**src/rtl/pc_gen_unit_pkg.sv**
```systemverilog
`default_nettype none
// ============================================================================
// Module   : pc_pkg
// Purpose  : Shared types for the program-counter unit: control state and
//            next-PC source select.
// Revision : 1.0 - initial release
// ============================================================================
package pc_pkg;

  // Control state of the PC unit.
  typedef enum logic [1:0] {
    BOOT = 2'd0,
    RUN  = 2'd1,
    HALT = 2'd2
  } state_t;

  // Source of the next fetch PC, listed in decreasing priority.
  typedef enum logic [2:0] {
    SEL_TRAP = 3'd0,
    SEL_CALL = 3'd1,
    SEL_RET  = 3'd2,
    SEL_BR   = 3'd3,
    SEL_JMP  = 3'd4,
    SEL_HOLD = 3'd5,
    SEL_SEQ  = 3'd6
  } sel_t;

endpackage : pc_pkg
`default_nettype wire

```
**src/rtl/pc_gen_unit_if.sv**
```systemverilog
`default_nettype none
// ============================================================================
// Module   : pc_gen_if
// Purpose  : Control inputs and fetch outputs of the PC unit. The master side
//            drives redirects/modes; the slave side is the PC unit itself.
// Revision : 1.0 - initial release
// ============================================================================
interface pc_gen_if #(
  parameter int WIDTH = 32
);
  logic             stall;
  logic             halt;
  logic             resume;
  logic             trap;
  logic             branch_taken;
  logic [WIDTH-1:0] branch_target;
  logic             jump;
  logic             call;
  logic             ret;
  logic [WIDTH-1:0] jump_target;
  logic [WIDTH-1:0] pc_addr;
  logic             pc_valid;
  logic             ras_empty;
  logic             ras_full;

  modport master (
    output stall, halt, resume, trap, branch_taken, branch_target,
           jump, call, ret, jump_target,
    input  pc_addr, pc_valid, ras_empty, ras_full
  );

  modport slave (
    input  stall, halt, resume, trap, branch_taken, branch_target,
           jump, call, ret, jump_target,
    output pc_addr, pc_valid, ras_empty, ras_full
  );
endinterface : pc_gen_if
`default_nettype wire

```
**src/rtl/pc_gen_unit_ras_stack.sv**
```systemverilog
`default_nettype none
// ============================================================================
// Module   : ras_stack
// Purpose  : Circular return-address stack. Pushing when full overwrites the
//            oldest entry and keeps the count saturated; popping walks the top
//            pointer back, so the newest surviving entries come out LIFO.
// Revision : 1.0 - initial release
// ============================================================================
module ras_stack #(
  parameter int WIDTH     = 32,
  parameter int RAS_DEPTH = 4
) (
  input  logic             clk,
  input  logic             rst,
  input  logic             push,
  input  logic             pop,
  input  logic [WIDTH-1:0] push_data,
  output logic [WIDTH-1:0] top_data,
  output logic             empty,
  output logic             full
);

  localparam int PTR_W = (RAS_DEPTH > 1) ? $clog2(RAS_DEPTH) : 1;
  localparam int CNT_W = $clog2(RAS_DEPTH + 1);

  logic [WIDTH-1:0] mem [RAS_DEPTH];
  logic [PTR_W-1:0] ptr;      // next free slot; newest entry sits at ptr-1
  logic [PTR_W-1:0] ptr_dec;
  logic [CNT_W-1:0] count;

  assign ptr_dec  = ptr - PTR_W'(1);
  assign top_data = mem[ptr_dec];
  assign empty    = (count == '0);
  assign full     = (count == CNT_W'(RAS_DEPTH));

  // Pointer and occupancy; push wins over pop, pop on empty is a no-op.
  always_ff @(posedge clk or posedge rst) begin
    if (rst) begin
      ptr   <= '0;
      count <= '0;
    end else if (push) begin
      ptr <= ptr + PTR_W'(1);
      if (!full) count <= count + CNT_W'(1);
    end else if (pop && !empty) begin
      ptr   <= ptr_dec;
      count <= count - CNT_W'(1);
    end
  end

  // Entry storage; a push into a full stack lands on the oldest slot.
  always_ff @(posedge clk) begin
    if (push) mem[ptr] <= push_data;
  end

endmodule : ras_stack
`default_nettype wire

```
**src/rtl/pc_gen_unit.sv**
```systemverilog
`default_nettype none
// ============================================================================
// Module   : pc_gen_unit
// Purpose  : Fetch program counter with sequential step, branch/jump/trap
//            redirects, call/return stack, boot cycle, stall and halt/resume.
//            pc_addr and pc_valid come straight from flops.
// Revision : 1.0 - initial release
// ============================================================================
module pc_gen_unit #(
  parameter int               WIDTH        = 32,
  parameter logic [WIDTH-1:0] RESET_VECTOR = '0,
  parameter logic [WIDTH-1:0] TRAP_VECTOR  = WIDTH'(32'h0000_0080),
  parameter int               STEP         = 4,
  parameter int               RAS_DEPTH    = 4
) (
  input  logic     clk,
  input  logic     rst,
  pc_gen_if.slave  bus
);
  import pc_pkg::*;

  state_t           state;
  state_t           next_state;
  sel_t             sel;
  logic [WIDTH-1:0] pc;
  logic [WIDTH-1:0] next_pc;
  logic [WIDTH-1:0] seq_pc;
  logic [WIDTH-1:0] ras_top;
  logic             valid;
  logic             ras_push;
  logic             ras_pop;
  logic             ras_empty;
  logic             ras_full;

  // Wraps modulo 2^WIDTH by truncation.
  assign seq_pc = pc + WIDTH'(STEP);

  ras_stack #(
    .WIDTH     (WIDTH),
    .RAS_DEPTH (RAS_DEPTH)
  ) u_ras (
    .clk       (clk),
    .rst       (rst),
    .push      (ras_push),
    .pop       (ras_pop),
    .push_data (seq_pc),
    .top_data  (ras_top),
    .empty     (ras_empty),
    .full      (ras_full)
  );

  // Next-state and next-PC source selection by strict priority.
  always_comb begin
    next_state = state;
    sel        = SEL_HOLD;
    case (state)
      BOOT: begin
        next_state = RUN;
      end
      RUN: begin
        if (bus.trap)              sel = SEL_TRAP;
        else if (bus.call)         sel = SEL_CALL;
        else if (bus.ret)          sel = SEL_RET;
        else if (bus.branch_taken) sel = SEL_BR;
        else if (bus.jump)         sel = SEL_JMP;
        else if (bus.halt) begin
          sel        = SEL_HOLD;
          next_state = HALT;
        end
        else if (bus.stall)        sel = SEL_HOLD;
        else                       sel = SEL_SEQ;
      end
      HALT: begin
        if (bus.trap) begin
          sel        = SEL_TRAP;
          next_state = RUN;
        end else if (bus.resume) begin
          next_state = RUN;
        end
      end
      default: begin
        next_state = BOOT;
      end
    endcase
  end

  // Next-PC mux and stack control driven by the selected source.
  always_comb begin
    next_pc  = pc;
    ras_push = 1'b0;
    ras_pop  = 1'b0;
    case (sel)
      SEL_TRAP: next_pc = TRAP_VECTOR;
      SEL_CALL: begin
        next_pc  = bus.jump_target;
        ras_push = 1'b1;
      end
      SEL_RET: begin
        ras_pop = 1'b1;
        next_pc = ras_empty ? bus.jump_target : ras_top;
      end
      SEL_BR:   next_pc = bus.branch_target;
      SEL_JMP:  next_pc = bus.jump_target;
      SEL_SEQ:  next_pc = seq_pc;
      default:  next_pc = pc;
    endcase
  end

  // State, PC and valid registers; valid follows the state being entered.
  always_ff @(posedge clk or posedge rst) begin
    if (rst) begin
      state <= BOOT;
      pc    <= RESET_VECTOR;
      valid <= 1'b0;
    end else begin
      state <= next_state;
      pc    <= next_pc;
      valid <= (next_state == RUN);
    end
  end

  assign bus.pc_addr   = pc;
  assign bus.pc_valid  = valid;
  assign bus.ras_empty = ras_empty;
  assign bus.ras_full  = ras_full;

endmodule : pc_gen_unit
`default_nettype wire

```
**src/flat_wrapper.sv**
```systemverilog
// flat-port wrapper written by rule: the top's interface ports become plain ports
module pc_gen_unit_flat import pc_pkg::*;
#(
  parameter int               WIDTH        = 32,
  parameter logic [WIDTH-1:0] RESET_VECTOR = '0,
  parameter logic [WIDTH-1:0] TRAP_VECTOR  = WIDTH'(32'h0000_0080),
  parameter int               STEP         = 4,
  parameter int               RAS_DEPTH    = 4
)
  (clk, rst, bus_stall, bus_halt, bus_resume, bus_trap, bus_branch_taken, bus_branch_target, bus_jump, bus_call, bus_ret, bus_jump_target, bus_pc_addr, bus_pc_valid, bus_ras_empty, bus_ras_full);
  pc_gen_if #(.WIDTH(WIDTH)) bus_i ();
  input  logic clk;
  input  logic rst;
  input wire logic [$bits(bus_i.stall)-1:0] bus_stall;
  input wire logic [$bits(bus_i.halt)-1:0] bus_halt;
  input wire logic [$bits(bus_i.resume)-1:0] bus_resume;
  input wire logic [$bits(bus_i.trap)-1:0] bus_trap;
  input wire logic [$bits(bus_i.branch_taken)-1:0] bus_branch_taken;
  input wire logic [$bits(bus_i.branch_target)-1:0] bus_branch_target;
  input wire logic [$bits(bus_i.jump)-1:0] bus_jump;
  input wire logic [$bits(bus_i.call)-1:0] bus_call;
  input wire logic [$bits(bus_i.ret)-1:0] bus_ret;
  input wire logic [$bits(bus_i.jump_target)-1:0] bus_jump_target;
  output wire logic [$bits(bus_i.pc_addr)-1:0] bus_pc_addr;
  output wire logic [$bits(bus_i.pc_valid)-1:0] bus_pc_valid;
  output wire logic [$bits(bus_i.ras_empty)-1:0] bus_ras_empty;
  output wire logic [$bits(bus_i.ras_full)-1:0] bus_ras_full;
  assign bus_i.stall = bus_stall;
  assign bus_i.halt = bus_halt;
  assign bus_i.resume = bus_resume;
  assign bus_i.trap = bus_trap;
  assign bus_i.branch_taken = bus_branch_taken;
  assign bus_i.branch_target = bus_branch_target;
  assign bus_i.jump = bus_jump;
  assign bus_i.call = bus_call;
  assign bus_i.ret = bus_ret;
  assign bus_i.jump_target = bus_jump_target;
  assign bus_pc_addr = bus_i.pc_addr;
  assign bus_pc_valid = bus_i.pc_valid;
  assign bus_ras_empty = bus_i.ras_empty;
  assign bus_ras_full = bus_i.ras_full;
  pc_gen_unit #(.WIDTH(WIDTH), .RESET_VECTOR(RESET_VECTOR), .TRAP_VECTOR(TRAP_VECTOR), .STEP(STEP), .RAS_DEPTH(RAS_DEPTH)) u_core (.clk(clk), .rst(rst), .bus(bus_i));
endmodule
```
**config.mk**
```make
export PLATFORM = sky130hd
export DESIGN_NAME = pc_gen_unit_flat
export DESIGN_NICKNAME = d
export VERILOG_FILES = /design/src/rtl/pc_gen_unit_pkg.sv /design/src/rtl/pc_gen_unit_if.sv /design/src/rtl/pc_gen_unit_ras_stack.sv /design/src/rtl/pc_gen_unit.sv /design/src/flat_wrapper.sv
export SDC_FILE = /design/constraint.sdc
export NUM_CORES = 1
export LEC_CHECK = 0
export BUFFER_PORTS_ARGS = -buffer_cell sky130_fd_sc_hd__buf_2
export CAP_MARGIN = 40
export CORE_MARGIN = 4
export CORE_UTILIZATION = 55
export CTS_CLUSTER_DIAMETER = 30
export DETAILED_ROUTE_END_ITERATION = 12
export PLACE_DENSITY = 0.85
export RECOVER_POWER = 100
export SYNTH_ARGS = -nofsm -noshare
export SYNTH_HDL_FRONTEND = slang
export SYNTH_HIERARCHICAL = 1
export SYNTH_SLANG_ARGS = --single-unit
```
**constraint.sdc**
```tcl
create_clock -name clk -period 3.86 [get_ports clk]
set_input_delay 0.579 -clock clk [delete_from_list [all_inputs] [get_ports clk]]
set_output_delay 0.579 -clock clk [all_outputs]
set_load 0.05 [all_outputs]
```
==> flow_summary.json, run 1 <==
{
  "run_status": "finished with violations",
  "failed_checks": "max-capacitance violations, max-slew violations",
  "synth_edf_count": 128,
  "grt-ovfl-total": 0,
  "root_buffer": "clkbuf_16",
  "boundaryPins": 109,
  "grt_util_all_layers_pct": 25.1,
  "power.switching_fraction_pct": 39.0,
  "worstPathMaxFanout": 32,
  "finalWirelength_mm": 20.6,
  "synth-async-reset-ratio_pct": 23.8,
  "start_util_pct": 56.1,
  "cellPowerDensity_nw_per_um2": 804,
  "rsz0062_at_grt": "false",
  "cts_hold_bufs": 0,
  "rr_startpoint": "u_core/state[0]",
  "grt_max_degree": 36,
  "number_of_different_library_cells_in_the_post_synthesis_netlist": 67,
  "synth.yosys.seq_area_share_pct": 59.6,
  "cts.path.max_buffers": 2,
  "tritoncts.num_buffers": 17,
  "post-route-period-util_pct": 85.0,
  "yosys_register_bits": 168,
  "chipHeight_um": 130,
  "required_ns": 3.90,
  "ir_drop_mv": 0.469,
  "drt_pre_antenna_iters": 5,
  "drtAntennaViolNets": 0,
  "intPower_w": 0.00456,
  "synth_area_per_cell_um2": 14.9,
  "portBuffers": 108,
  "rr_worst_depth": 6,
  "tritoncts_clock_tree": "done",
  "cts.repair.resized": 0,
  "grt_first_pass_wirelength_mm": 31.6,
  "hold_path.class": "input port to async pin",
  "power_leakage_nw": 3.48,
  "final_max_slew_viols": 36,
  "min_period_ns": 3.28,
  "die_area_um2": 16800,
  "synth_top_cells_by_count": "edfxtp_1 (128), dfrtp_1 (40), nor2_1 (37), a221o_1 (30), mux4_2 (28)",
  "post_synth_inst_count": 547,
  "syn_to_layout_area_delta_pct": 14.3,
  "synth_area_um2": 8130,
  "clk-insertion-delay-late_ns": 0.42,
  "timing.setup.tns_ns": 0,
  "final_core_util_pct": 64.2,
  "synth_top_area_share_pct": 47.3,
  "floorplan.die.width_um": 130,
  "ys.flop_type": "edfxtp_1",
  "timing.critical_path.arrival_ns": 3.32,
  "synthMostInstantiatedCell": "edfxtp_1",
  "detailedRoute.firstIterationViolations": 794,
  "max_slew_margin_pct": -49.8,
  "hpwlAfterDp_mm": 13.3,
  "max_slew.worst_pin.slew_ns": 2.25,
  "vias_per_cell": 6.58,
  "finalHoldViolations": 0,
  "antennaDiodeCount": 0,
  "htreeDepth": 4,
  "final_nets": 740,
  "p_switching_w": 0.00291,
  "antenna_found_initial": 0,
  "cts_sinks": 168,
  "totalPowerFinal_w": 0.00747,
  "route.detailed.drc": 0,
  "routed-via-count": 5616,
  "grt_pass1_vias": 5625,
  "coreArea_um2": 14500,
  "synth_top_cells_by_area": "edfxtp_1 (47%), dfrtp_1 (12%), mux4_2 (7.8%)",
  "post_route_cells_drive_above_1_share_pct": 23.8,
  "clock_power_share_pct": 23.0,
  "achievable-frequency_mhz": 305,
  "routed_wire_length_per_instance_um": 24.1,
  "yosys.area.top_type": "edfxtp_1",
  "crit_end_element": "flip-flop",
  "drv_cap": 1,
  "seq_power_share_pct": 37.2,
  "fin_skew_ns": 0.00865,
  "worst_setup_path_start_kind": "flip-flop",
  "placement_rows": 44,
  "power.share.combinational_pct": 39.8,
  "synth_fp_nets": 631,
  "crit_type": "flip-flop to flip-flop",
  "synth.yosys.warnings": 6,
  "setup_viol": 0,
  "critPathLaunch": "u_core/state[0]",
  "clock_transition_at_the_registers_of_the_reported_paths_ns": 0.06,
  "globalplace.congestion": 0.863,
  "postCtsSetupBuffers": 0
}
[worst max-delay path: stages, from the launching register on]
cell,delay (ns)
dfrtp_1,0.41
inv_1,0.09
ha_1,0.37
nor4bb_1,0.46
and2_0,0.53
and2_0,0.20
clkbuf_2,0.80
[sequential cells by signal (all words and copies together) (netlist names)]
register	count
u_core/bus.pc_addr	32
u_core/bus.pc_valid	1
u_core/state	2
u_core/u_ras/count	3
u_core/u_ras/mem	128
u_core/u_ras/ptr	2
[final cells by class]
| cell class | instances | area (µm²) |
|---|---|---|
| Tap cell | 184 | 230 |
| Multi-Input combinational cell | 328 | 2960 |
| Sequential cell | 168 | 4850 |
| Inverter | 18 | 67.6 |
| Clock inverter | 8 | 124 |
| Clock buffer | 24 | 472 |
| Fill cell | 1005 | 5190 |
| Timing Repair Buffer | 123 | 594 |
[routing by layer]
layer  track usage, %  share of wire, %
met2             40.9                51
met4             10.0               3.2
met5                0                 0
met1             33.0                38
met3             5.89               7.9
[layout by cell type, fill, tap and decap left out, types with 8 or more instances in the layout]
cell       Yosys  final
edfxtp_1     128    128
buf_2         18     72
clkbuf_1       2     43
dfrtp_1       40     39
nor2_1        37     37
a221o_1       30     30
mux4_2        28     28
nand2_1       26     26
xnor2_1       21     23
mux2i_1       22     22
nand3_1       20     21
inv_1         18     18
clkbuf_16      0     17
a222oi_1      10     10
nand4_1        9      9
o21ai_0        9      9
ha_1           9      9
xor2_1         8      8
buf_4          6      8
[final timing paths]
kind                            slack [ns]                endpoint
worst max-delay path                  0.58  u_core/u_ras/mem[0][9]
worst min-delay path                  0.04     u_core/u_ras/ptr[0]
worst max register to register        0.58  u_core/u_ras/mem[0][9]
worst min register to register        0.61  u_core/u_ras/mem[1][1]
max in group asynchronous             1.61   u_core/bus.pc_addr[5]
min in group clk                      0.37   u_core/bus.pc_addr[2]
[per-stage QoR]
stage	hold slack (ns)	cell area [µm²]	setup slack, ns	instances
after floorplan	0.358	8130	0.548	547
after global placement	0.499	8780	1.22	820
after detailed placement	0.506	8790	0.991	821
after CTS	0.0472	9380	0.993	853
after global routing	0.0564	9290	0.448	853
final	0.0354	9290	0.580	853
[power by group through the flow]
stage	Clock [W]	Combinational, W	Sequential (W)
3_5_place_dp	0	0.00298	0.00280
5_1_grt	0.00181	0.00314	0.00281
3_3_place_gp	0	0.00286	0.00277
4_1_cts	0.00173	0.00302	0.00277
6_report	0.00172	0.00297	0.00278
2_1_floorplan	0	0.00189	0.00320
[cells by family after synthesis]
kind of cell | synth area share (%)
multiplexers | 12.5
buffers and inverters | 3.71
AND/OR/NAND/NOR | 9.42
AO/OA/AOI/OAI | 9.67
XOR/XNOR | 3.52
flip-flops | 59.6
adder cells (fa/ha/maj) | 1.63
(Power assumes the default switching activity.)
==> run 2, diff against run 1 <==
==> constraint.sdc (replaced) <==
create_clock -name clk -period 3.2 [get_ports clk]
set_input_delay 0.48 -clock clk [delete_from_list [all_inputs] [get_ports clk]]
set_output_delay 0.48 -clock clk [all_outputs]
set_load 0.05 [all_outputs]
==> run 2 against run 1 <==
The run now ends clean. Hold slack improved by 0.22 ns. Cell area shrank 0.22%. Count of clock-buffer cells in the layout decreased by 6. Clock power increased by 9.9%. Flip-flop and latch count stayed put. Via count decreased by 0.98%. Sequential power up 21%. Non-clock buffer count grew 5. Highest routed layer unchanged.
==> flow_summary.json, run 2 (same netlist as run 1, synthesis figures left out) <==
{
  "timing.critical_path.arrival_ns": 3.22,
  "cts.path.max_buffers": 2,
  "grt_util_all_layers_pct": 24.5,
  "min_period_ns": 2.91,
  "antenna_found_initial": 0,
  "drv_cap": 0,
  "crit_type": "flip-flop to flip-flop",
  "crit_end_element": "flip-flop",
  "syn_to_layout_area_delta_pct": 14.0,
  "hold_start": "bus_jump_target[15]",
  "setup_viol": 0,
  "grt_pass1_vias": 5726,
  "mostFrequentLayoutCell": "edfxtp_1",
  "placement_rows": 44,
  "cp_slowest_cell": "nor4_2",
  "tritoncts.num_buffers": 17,
  "root_buffer": "clkbuf_16",
  "drtAntennaViolNets": 0,
  "rr_startpoint": "u_core/bus.pc_addr[2]",
  "portBuffers": 108,
  "routed_wire_length_per_instance_um": 23.4,
  "power_leakage_nw": 3.48,
  "routed-via-count": 5561,
  "achievable-frequency_mhz": 344,
  "vias_per_cell": 6.48,
  "path_cells": "ha_1 > nand4_1 > nor4_2 > nand4_1 > xnor2_1 > a221o_1",
  "run_status": "finished clean",
  "groute.layer.met2.usage_pct": 39.2,
  "final_nets": 745,
  "critPathLaunch": "u_core/bus.pc_addr[2]",
  "fin_skew_ns": 0.00565,
  "max_slew.worst_pin.slew_ns": 1.11,
  "cellPowerDensity_nw_per_um2": 958,
  "boundaryPins": 109,
  "finalHoldViolations": 0,
  "drt_pre_antenna_iters": 8,
  "cts_sinks": 168,
  "post_route_cells_drive_above_1_share_pct": 24.5,
  "postCtsSetupBuffers": 0,
  "timing.setup.tns_ns": 0,
  "floorplan.die.width_um": 130,
  "final_core_util_pct": 64.0,
  "rsz0062_at_grt": "false",
  "antennaDiodeCount": 0,
  "largest_register_by_flop_count": "u_core/u_ras/mem",
  "required_ns": 3.51,
  "globalplace.congestion": 0.860,
  "coreArea_um2": 14500,
  "gr-usage-met3_pct": 6.10,
  "grt.met1_usage_pct": 31.1,
  "grt-ovfl-total": 0,
  "totalPowerFinal_w": 0.00888,
  "busiest_layer": "met2",
  "post-route-period-util_pct": 90.8,
  "final_max_slew_viols": 0,
  "most-common-layout-cells": "edfxtp_1 (128), buf_2 (74), dfrtp_1 (39)",
  "worstPathMaxFanout": 9,
  "clk-insertion-delay-late_ns": 0.43,
  "route.detailed.drc": 0,
  "detailedRoute.firstIterationViolations": 603,
  "chipHeight_um": 130,
  "most_frequent_cell_on_critical_path": "nand4_1",
  "crit_path_max_incr_delay_ns": 0.96,
  "tritoncts_clock_tree": "done",
  "die_area_um2": 16800,
  "finalWirelength_mm": 20.1,
  "worst_setup_path_start_kind": "flip-flop",
  "ir_drop_mv": 0.481,
  "hold_path.class": "input port to flip-flop",
  "clock_transition_at_the_registers_of_the_reported_paths_ns": 0.06,
  "htreeDepth": 4,
  "nFillCells": 1030,
  "grt_first_pass_wirelength_mm": 30.6,
  "largest_register_ffs": 128,
  "grt_max_degree": 36,
  "start_util_pct": 56.1,
  "hpwlAfterDp_mm": 13.2,
  "max_slew_margin_pct": 25.9
}
[run 2: changes by cell type in the layout (fill, tap and decap cells not counted), sizes merged]
cell         previous run  this run
clkbuf                 66        59
inv                    18        19
buf                    81        86
dlygate4sd3             0         1
bufinv                  3         1
clkinv                  3        10
[run 2: layer usage]
| metal | up-vias | wire length (µm) |
|---|---|---|
| li1 | 2402 | - |
| met1 | 2767 | 7530 |
| met2 | 327 | 10100 |
| met3 | 65 | 1740 |
| met4 | 0 | 744 |
| met5 | - | 0 |
[run 2: where the power goes]
group | internal (W) | switching [W]
clock network | 0.00108 | 0.000816
registers | 0.00293 | 0.000424
logic | 0.00134 | 0.00230
[run 2: cell type report]
class,instances,area [µm²],share of cell area (%)
clock inverters,14,108,1.16
clock buffers,18,439,4.74
well taps,184,230,2.48
flip-flops and latches,168,4850,52.3
repair buffers,128,634,6.84
inverters,18,67.6,0.729
multi-input cells,328,2950,31.8
[run 2: final timing paths]
kind | end | slack [ns] | cells after the start
hold / removal | u_core/bus.pc_addr[15] | 0.25 | 3
hold reg to reg | u_core/u_ras/mem[1][1] | 0.62 | 0
max in group asynchronous | u_core/bus.pc_addr[29] | 1.58 | 4
min in group asynchronous | u_core/u_ras/count[2] | 0.49 | 3
setup / recovery | u_core/bus.pc_addr[28] | 0.29 | 6
setup reg to reg | u_core/bus.pc_addr[28] | 0.29 | 6
[run 2: what timing repair did]
action                                 CTS  global route
endpoints found under the hold margin    5             0
hold buffers                             1             0
gates resized for setup                  0             0
[run 2: through the flow]
step                      worst slack, ns  hold WS (ns)  std cells  area (µm²)
after floorplan                     0.380         0.259        547        8130
after global placement              0.564         0.395        825        8820
after detailed placement            0.405         0.403        825        8820
after CTS                           0.380         0.240        858        9380
after global routing               0.0897         0.260        858        9270
final                               0.294         0.251        858        9270
[run 2: critical path: cells and delay by family, from the launching register on]
kind / cells / cell delay (ns)
xor gates and xnor gates: 1 / 0.26
AOI/OAI and AO/OA: 1 / 0.36
DFF: 1 / 0.43
adders and majority gates: 1 / 0.27
and+or+nand+nor: 3 / 1.46
